**src/rtl/sqwave_gen_module_if.sv**
```systemverilog
// Control/status bundle between a sequencer and the square-wave/burst generator.
// The sequencer owns the request and configuration lines; the generator owns
// the waveform, status and observation lines.
interface sqwave_gen_module_if #(
  parameter int unsigned CNT_W   = 5,
  parameter int unsigned BURST_W = 8
);

  // Requests and run-time configuration
  logic               start;
  logic               stop;
  logic               mode;
  logic [CNT_W-1:0]   high_len;
  logic [CNT_W-1:0]   low_len;
  logic [BURST_W-1:0] burst_num;

  // Waveform, status and observation
  logic               q;
  logic               busy;
  logic               done;
  logic [CNT_W-1:0]   sq_cnt;
  logic [1:0]         sq_st;

  modport master (
    output start, stop, mode, high_len, low_len, burst_num,
    input  q, busy, done, sq_cnt, sq_st
  );

  modport slave (
    input  start, stop, mode, high_len, low_len, burst_num,
    output q, busy, done, sq_cnt, sq_st
  );

endinterface

```
**src/rtl/sqwave_gen_module.sv**
```systemverilog
// Square-wave / burst generator.
// Produces a registered waveform with programmable high and low phase lengths,
// either continuously or for a fixed number of periods. Configuration is
// captured on an accepted start and held until the next one; stop aborts from
// any state. Every output comes straight from a flop.
module sqwave_gen_module #(
  parameter int unsigned CNT_W   = 5,
  parameter int unsigned BURST_W = 8
) (
  input  logic                clk,
  input  logic                rst_n,
  sqwave_gen_module_if.slave  bus
);

  // State index is exported, so the encoding is fixed.
  typedef enum logic [1:0] {
    StIdle = 2'd0,
    StHigh = 2'd1,
    StLow  = 2'd2,
    StDone = 2'd3
  } state_e;

  state_e             state_q;
  logic               q_q;
  logic               busy_q;
  logic               done_q;
  logic [CNT_W-1:0]   cnt_q;
  logic [BURST_W-1:0] per_q;

  // Configuration captured at start
  logic [CNT_W-1:0]   high_q;
  logic [CNT_W-1:0]   low_q;
  logic [BURST_W-1:0] burst_q;
  logic               mode_q;

  logic [CNT_W-1:0]   high_clamp;
  logic [CNT_W-1:0]   low_clamp;
  logic [BURST_W-1:0] burst_clamp;
  logic               high_last;
  logic               low_last;
  logic [BURST_W-1:0] per_inc;
  logic               burst_end;
  logic               accept;

  // A zero length or count would never terminate a phase, so it is stored as 1.
  assign high_clamp  = (bus.high_len  == '0) ? CNT_W'(1)   : bus.high_len;
  assign low_clamp   = (bus.low_len   == '0) ? CNT_W'(1)   : bus.low_len;
  assign burst_clamp = (bus.burst_num == '0) ? BURST_W'(1) : bus.burst_num;

  assign high_last = (cnt_q == high_q - CNT_W'(1));
  assign low_last  = (cnt_q == low_q - CNT_W'(1));

  // Period counter saturates so a long continuous run never wraps.
  assign per_inc   = (per_q == '1) ? per_q : per_q + BURST_W'(1);
  assign burst_end = mode_q && (per_inc == burst_q);

  // Stop has priority over a simultaneous start.
  assign accept = bus.start && !bus.stop;

  // Phase sequencing with registered waveform and status outputs.
  always_ff @(posedge clk or negedge rst_n) begin
    if (!rst_n) begin
      state_q <= StIdle;
      q_q     <= 1'b0;
      busy_q  <= 1'b0;
      done_q  <= 1'b0;
      cnt_q   <= '0;
      per_q   <= '0;
      high_q  <= '0;
      low_q   <= '0;
      burst_q <= '0;
      mode_q  <= 1'b0;
    end else begin
      done_q <= 1'b0;
      unique case (state_q)
        StIdle: begin
          q_q   <= 1'b0;
          cnt_q <= '0;
          if (accept) begin
            high_q  <= high_clamp;
            low_q   <= low_clamp;
            burst_q <= burst_clamp;
            mode_q  <= bus.mode;
            per_q   <= '0;
            state_q <= StHigh;
            q_q     <= 1'b1;
            busy_q  <= 1'b1;
          end
        end

        StHigh: begin
          if (bus.stop) begin
            state_q <= StIdle;
            q_q     <= 1'b0;
            busy_q  <= 1'b0;
            cnt_q   <= '0;
          end else if (high_last) begin
            state_q <= StLow;
            q_q     <= 1'b0;
            cnt_q   <= '0;
          end else begin
            cnt_q <= cnt_q + CNT_W'(1);
          end
        end

        StLow: begin
          if (bus.stop) begin
            state_q <= StIdle;
            q_q     <= 1'b0;
            busy_q  <= 1'b0;
            cnt_q   <= '0;
          end else if (low_last) begin
            cnt_q <= '0;
            per_q <= per_inc;
            if (burst_end) begin
              state_q <= StDone;
              q_q     <= 1'b0;
              done_q  <= 1'b1;
            end else begin
              state_q <= StHigh;
              q_q     <= 1'b1;
            end
          end else begin
            cnt_q <= cnt_q + CNT_W'(1);
          end
        end

        StDone: begin
          // Single-cycle completion marker; stop here leads to the same place.
          state_q <= StIdle;
          q_q     <= 1'b0;
          busy_q  <= 1'b0;
          cnt_q   <= '0;
        end
      endcase
    end
  end

  assign bus.q      = q_q;
  assign bus.busy   = busy_q;
  assign bus.done   = done_q;
  assign bus.sq_cnt = cnt_q;
  assign bus.sq_st  = state_q;

  // Structural invariants of the registered outputs.
  a_busy_state: assert property (@(posedge clk) disable iff (!rst_n)
    busy_q == (state_q != StIdle));
  a_q_state: assert property (@(posedge clk) disable iff (!rst_n)
    q_q == (state_q == StHigh));
  a_done_state: assert property (@(posedge clk) disable iff (!rst_n)
    done_q == (state_q == StDone));
  a_done_pulse: assert property (@(posedge clk) disable iff (!rst_n)
    done_q |=> !done_q);
  a_high_cnt: assert property (@(posedge clk) disable iff (!rst_n)
    (state_q == StHigh) |-> (cnt_q < high_q));
  a_low_cnt: assert property (@(posedge clk) disable iff (!rst_n)
    (state_q == StLow) |-> (cnt_q < low_q));

endmodule

```
**src/flat_wrapper.sv**
```systemverilog
// flat-port wrapper written by rule: the top's interface ports become plain ports
module sqwave_gen_module_flat 
#(
  parameter int unsigned CNT_W   = 5,
  parameter int unsigned BURST_W = 8
)
  (clk, rst_n, bus_start, bus_stop, bus_mode, bus_high_len, bus_low_len, bus_burst_num, bus_q, bus_busy, bus_done, bus_sq_cnt, bus_sq_st);
  sqwave_gen_module_if #(.CNT_W(CNT_W), .BURST_W(BURST_W)) bus_i ();
  input  logic clk;
  input  logic rst_n;
  input wire logic [$bits(bus_i.start)-1:0] bus_start;
  input wire logic [$bits(bus_i.stop)-1:0] bus_stop;
  input wire logic [$bits(bus_i.mode)-1:0] bus_mode;
  input wire logic [$bits(bus_i.high_len)-1:0] bus_high_len;
  input wire logic [$bits(bus_i.low_len)-1:0] bus_low_len;
  input wire logic [$bits(bus_i.burst_num)-1:0] bus_burst_num;
  output wire logic [$bits(bus_i.q)-1:0] bus_q;
  output wire logic [$bits(bus_i.busy)-1:0] bus_busy;
  output wire logic [$bits(bus_i.done)-1:0] bus_done;
  output wire logic [$bits(bus_i.sq_cnt)-1:0] bus_sq_cnt;
  output wire logic [$bits(bus_i.sq_st)-1:0] bus_sq_st;
  assign bus_i.start = bus_start;
  assign bus_i.stop = bus_stop;
  assign bus_i.mode = bus_mode;
  assign bus_i.high_len = bus_high_len;
  assign bus_i.low_len = bus_low_len;
  assign bus_i.burst_num = bus_burst_num;
  assign bus_q = bus_i.q;
  assign bus_busy = bus_i.busy;
  assign bus_done = bus_i.done;
  assign bus_sq_cnt = bus_i.sq_cnt;
  assign bus_sq_st = bus_i.sq_st;
  sqwave_gen_module #(.CNT_W(CNT_W), .BURST_W(BURST_W)) u_core (.clk(clk), .rst_n(rst_n), .bus(bus_i));
endmodule
```
**config.mk**
```make
export PLATFORM = sky130hd
export DESIGN_NAME = sqwave_gen_module_flat
export DESIGN_NICKNAME = d
export VERILOG_FILES = /design/src/rtl/sqwave_gen_module_if.sv /design/src/rtl/sqwave_gen_module.sv /design/src/flat_wrapper.sv
export SDC_FILE = /design/constraint.sdc
export NUM_CORES = 1
export LEC_CHECK = 0
export BUFFER_PORTS_ARGS = -buffer_cell sky130_fd_sc_hd__buf_4
export CAP_MARGIN = 20
export CORE_UTILIZATION = 45
export CTS_CLUSTER_DIAMETER = 200
export CTS_CLUSTER_SIZE = 30
export DETAILED_ROUTE_END_ITERATION = 10
export PLACE_DENSITY = 0.65
export SYNTH_ARGS = -nofsm -noshare
export SYNTH_HDL_FRONTEND = slang
export SYNTH_SLANG_ARGS = --single-unit
```
**constraint.sdc**
```tcl
create_clock -name clk -period 5.6 [get_ports clk]
set_clock_uncertainty 0.05 [all_clocks]
set_input_delay 0 -clock clk [delete_from_list [all_inputs] [get_ports clk]]
set_output_delay 0 -clock clk [all_outputs]
set_load 0.005 [all_outputs]
```
==> results.ini <==
[floorplanning]
die_x_um=74.3
design.core.area_mm2=0.00488
die_area_mm2=0.00553
rows=25
start_util=0.483
num_io_pins=33
die_y_um=74.3

[pwr]
peakVddDrop_mv=0.227
power.density_mw_per_mm2=396
leakage_nw=1.28

[drt]
firstDrtPassIters=4
routedWlPerCell_um=14.4
viasPerCell=5.61
num_vias=2042
totalWireLength_mm=5.25
drc=0
top_layer_used=met4
met2_length_mm=2.53
wl_met1_mm=2.38
drtAntennaViolNets=0
drt_iter0_drc=184
met3_length_um=266

[global_route]
grt_start_max_net_pins=38
grt_overflow=0
antenna_found_initial=0
grt_pass1_wl_mm=9.25
grt_use_total=0.222
grt_pass1_vias=1939

[setup_path]
critical_path_class=reg2reg
r2r_start=u_core.per_q[0]$_DFFE_PN0P_
startpoint_type=flop
r2r_cells=7
cp-startpoint=u_core.per_q[0]$_DFFE_PN0P_
critPathCaptureType=flop
cp_slowest_cell=dfrtp_1
worst-path-max-fanout=9
critPathRequiredTime_ns=5.73
cp_cell_sequence=ha_1, and3_1, and2_1, o311ai_1, nand4b_1, nor4_1, o2bb2ai_1
critical_path_arrival_ns=2.53
max_stage_delay_ns=0.49

[hold_path]
hold_depth=5
min_from=bus_start
hold_class=in2reg

[layout]
fin_nets=327
final_area_mm2=0.00295
num_antenna_cells=0
area_delta_synth_final_pct=25.2
final_core_util=0.604
drive_gt1_frac=0.212

[sta]
finalSetupViolCount=0
timing.fmax_mhz=416
rsz0062_at_grt=no
finalWorstSetupSlack_ns=3.20
hold_viol_final=0
slew_viol_final=0
period_share=0.429
max_slew_margin=0.412
tightest_slew_ns=0.882
setup_tns_ns=0
post-route-min-period_ns=2.40

[clock_tree]
cts_buffers=5
cts_resized=0
clock_path_buffers=2
cts_tree=built
clkSinkCount=37
cts_root_buffer=clkbuf_8
clkTransAtPathRegs_ns=0.08
clock_latency_ns=0.29
htreeDepth=2

[placed_design]
io_buffers=32
gp_congestion=0.871
pre_cts_ws_ns=3.22
hpwl_mm=3.63
post_dp_cell_area_mm2=0.00262

[synth]
syn_inst=247
ys_seq_area_frac=0.393
yosysWarnings=0
yosysMostFrequentCell=dfrtp_1
synth-main-ff-cell=dfrtp_1
ys_seq_elements=37
yosys.cell_types.count=53
synth_area_leaders=dfrtp_1, mux2_2, a21oi_1
async_flop_share=1.00
synth.avg_cell_area_um2=9.53
syn_nets=278
synth_edf_count=0
mappedNetlistArea_mm2=0.00235
yosysTopAreaCell=dfrtp_1
synth_common_cells=dfrtp_1, a21oi_1, mux2_2
synth_top_area_frac=0.393

[run]
drv_cap=0

[status]
status=finished, final reports clean

## layer usage
metal,GRT usage,vias up
met5,0,-
met4,0.0839,0
met3,0.0515,9
met2,0.341,61
met1,0.305,975
li1,-,997
## through the flow
stage,hold WS [ns],std cells,power [W]
floorplan,-0.346,247,0.000788
global placement,-0.0538,335,0.000904
CTS,0.112,364,0.00117
detailed placement,-0.0506,335,0.000908
global route,0.215,364,0.00126
finish,0.112,364,0.00117
## cell type report
class | instances | area [µm²]
inverter | 12 | 45.0
multi-input combinational | 187 | 1320
fill | 432 | 1930
clock buffer | 6 | 82.6
tap | 67 | 83.8
clock inverter | 2 | 37.5
timing repair buffer | 53 | 450
sequential | 37 | 926
## worst max-delay path: cells and delay by family, from the launching register on
kind            cells  cell delay [ns]
compound gates      2             0.39
flops               1             0.49
simple gates        4             1.04
fa+ha+maj           1             0.32
## worst paths after layout
path                                          endpoint  slack (ns)
max in group asynchronous  u_core.low_q[0]$_DFFE_PN0P_        5.02
min in group asynchronous  u_core.per_q[7]$_DFFE_PN0P_        0.14
min reg2reg                u_core.bus.busy$_DFFE_PN0P_        0.46
min                        u_core.bus.busy$_DFFE_PN0P_        0.11
max reg2reg                   u_core.bus.q$_DFFE_PN0P_        3.20
max                           u_core.bus.q$_DFFE_PN0P_        3.20
## report_power, final
group | leakage [nW] | switching, W | internal (W)
clock network | 0.0574 | 0.000104 | 0.000145
logic | 0.757 | 0.000225 | 0.000240
registers | 0.469 | 0.0000975 | 0.000355
total | 1.28 | 0.000427 | 0.000740
## repair_timing
action                    CTS  global route
setup buffers               0             0
hold endpoints to repair   57             0
hold buffers               21             0
## sequential cells by signal, indices dropped and copies added, names as in the netlist
signal / flops
u_core.mode_q: 1
u_core.per_q: 8
u_core.bus.done: 1
u_core.bus.q: 1
u_core.high_q: 5
u_core.burst_q: 8
u_core.low_q: 5
u_core.bus.busy: 1
u_core.bus.sq_st: 2
u_core.bus.sq_cnt: 5
## cells by family (layout without fill, tap and decap cells)
group	count (synthesis)	in the layout	share of synthesized area
AOI/OAI and AO/OA	58	58	0.160
xor gates and xnor gates	17	17	0.0632
adders and majority gates	8	8	0.0425
buffers and inverters	23	73	0.0452
DFF	37	37	0.393
muxes	18	18	0.0850
and+or+nand+nor	86	86	0.211
## layout by cell type, fill, tap and decap left out, types with 5 or more instances in the layout
cell type	Yosys	layout
a21oi_1	20	20
buf_4	2	32
clkbuf_8	0	6
dfrtp_1	37	37
dlygate4sd3_1	0	21
ha_1	8	8
inv_1	12	12
mux2_2	16	16
nand2_1	14	14
nand2b_1	5	5
nand3_1	7	7
nand4_1	5	5
nor2_1	11	11
nor2b_1	5	5
nor3_1	8	8
o211ai_1	8	8
o21ai_0	11	11
xnor2_1	8	8
xor2_1	9	9
Note: power is estimated with default switching activity, not from simulation.
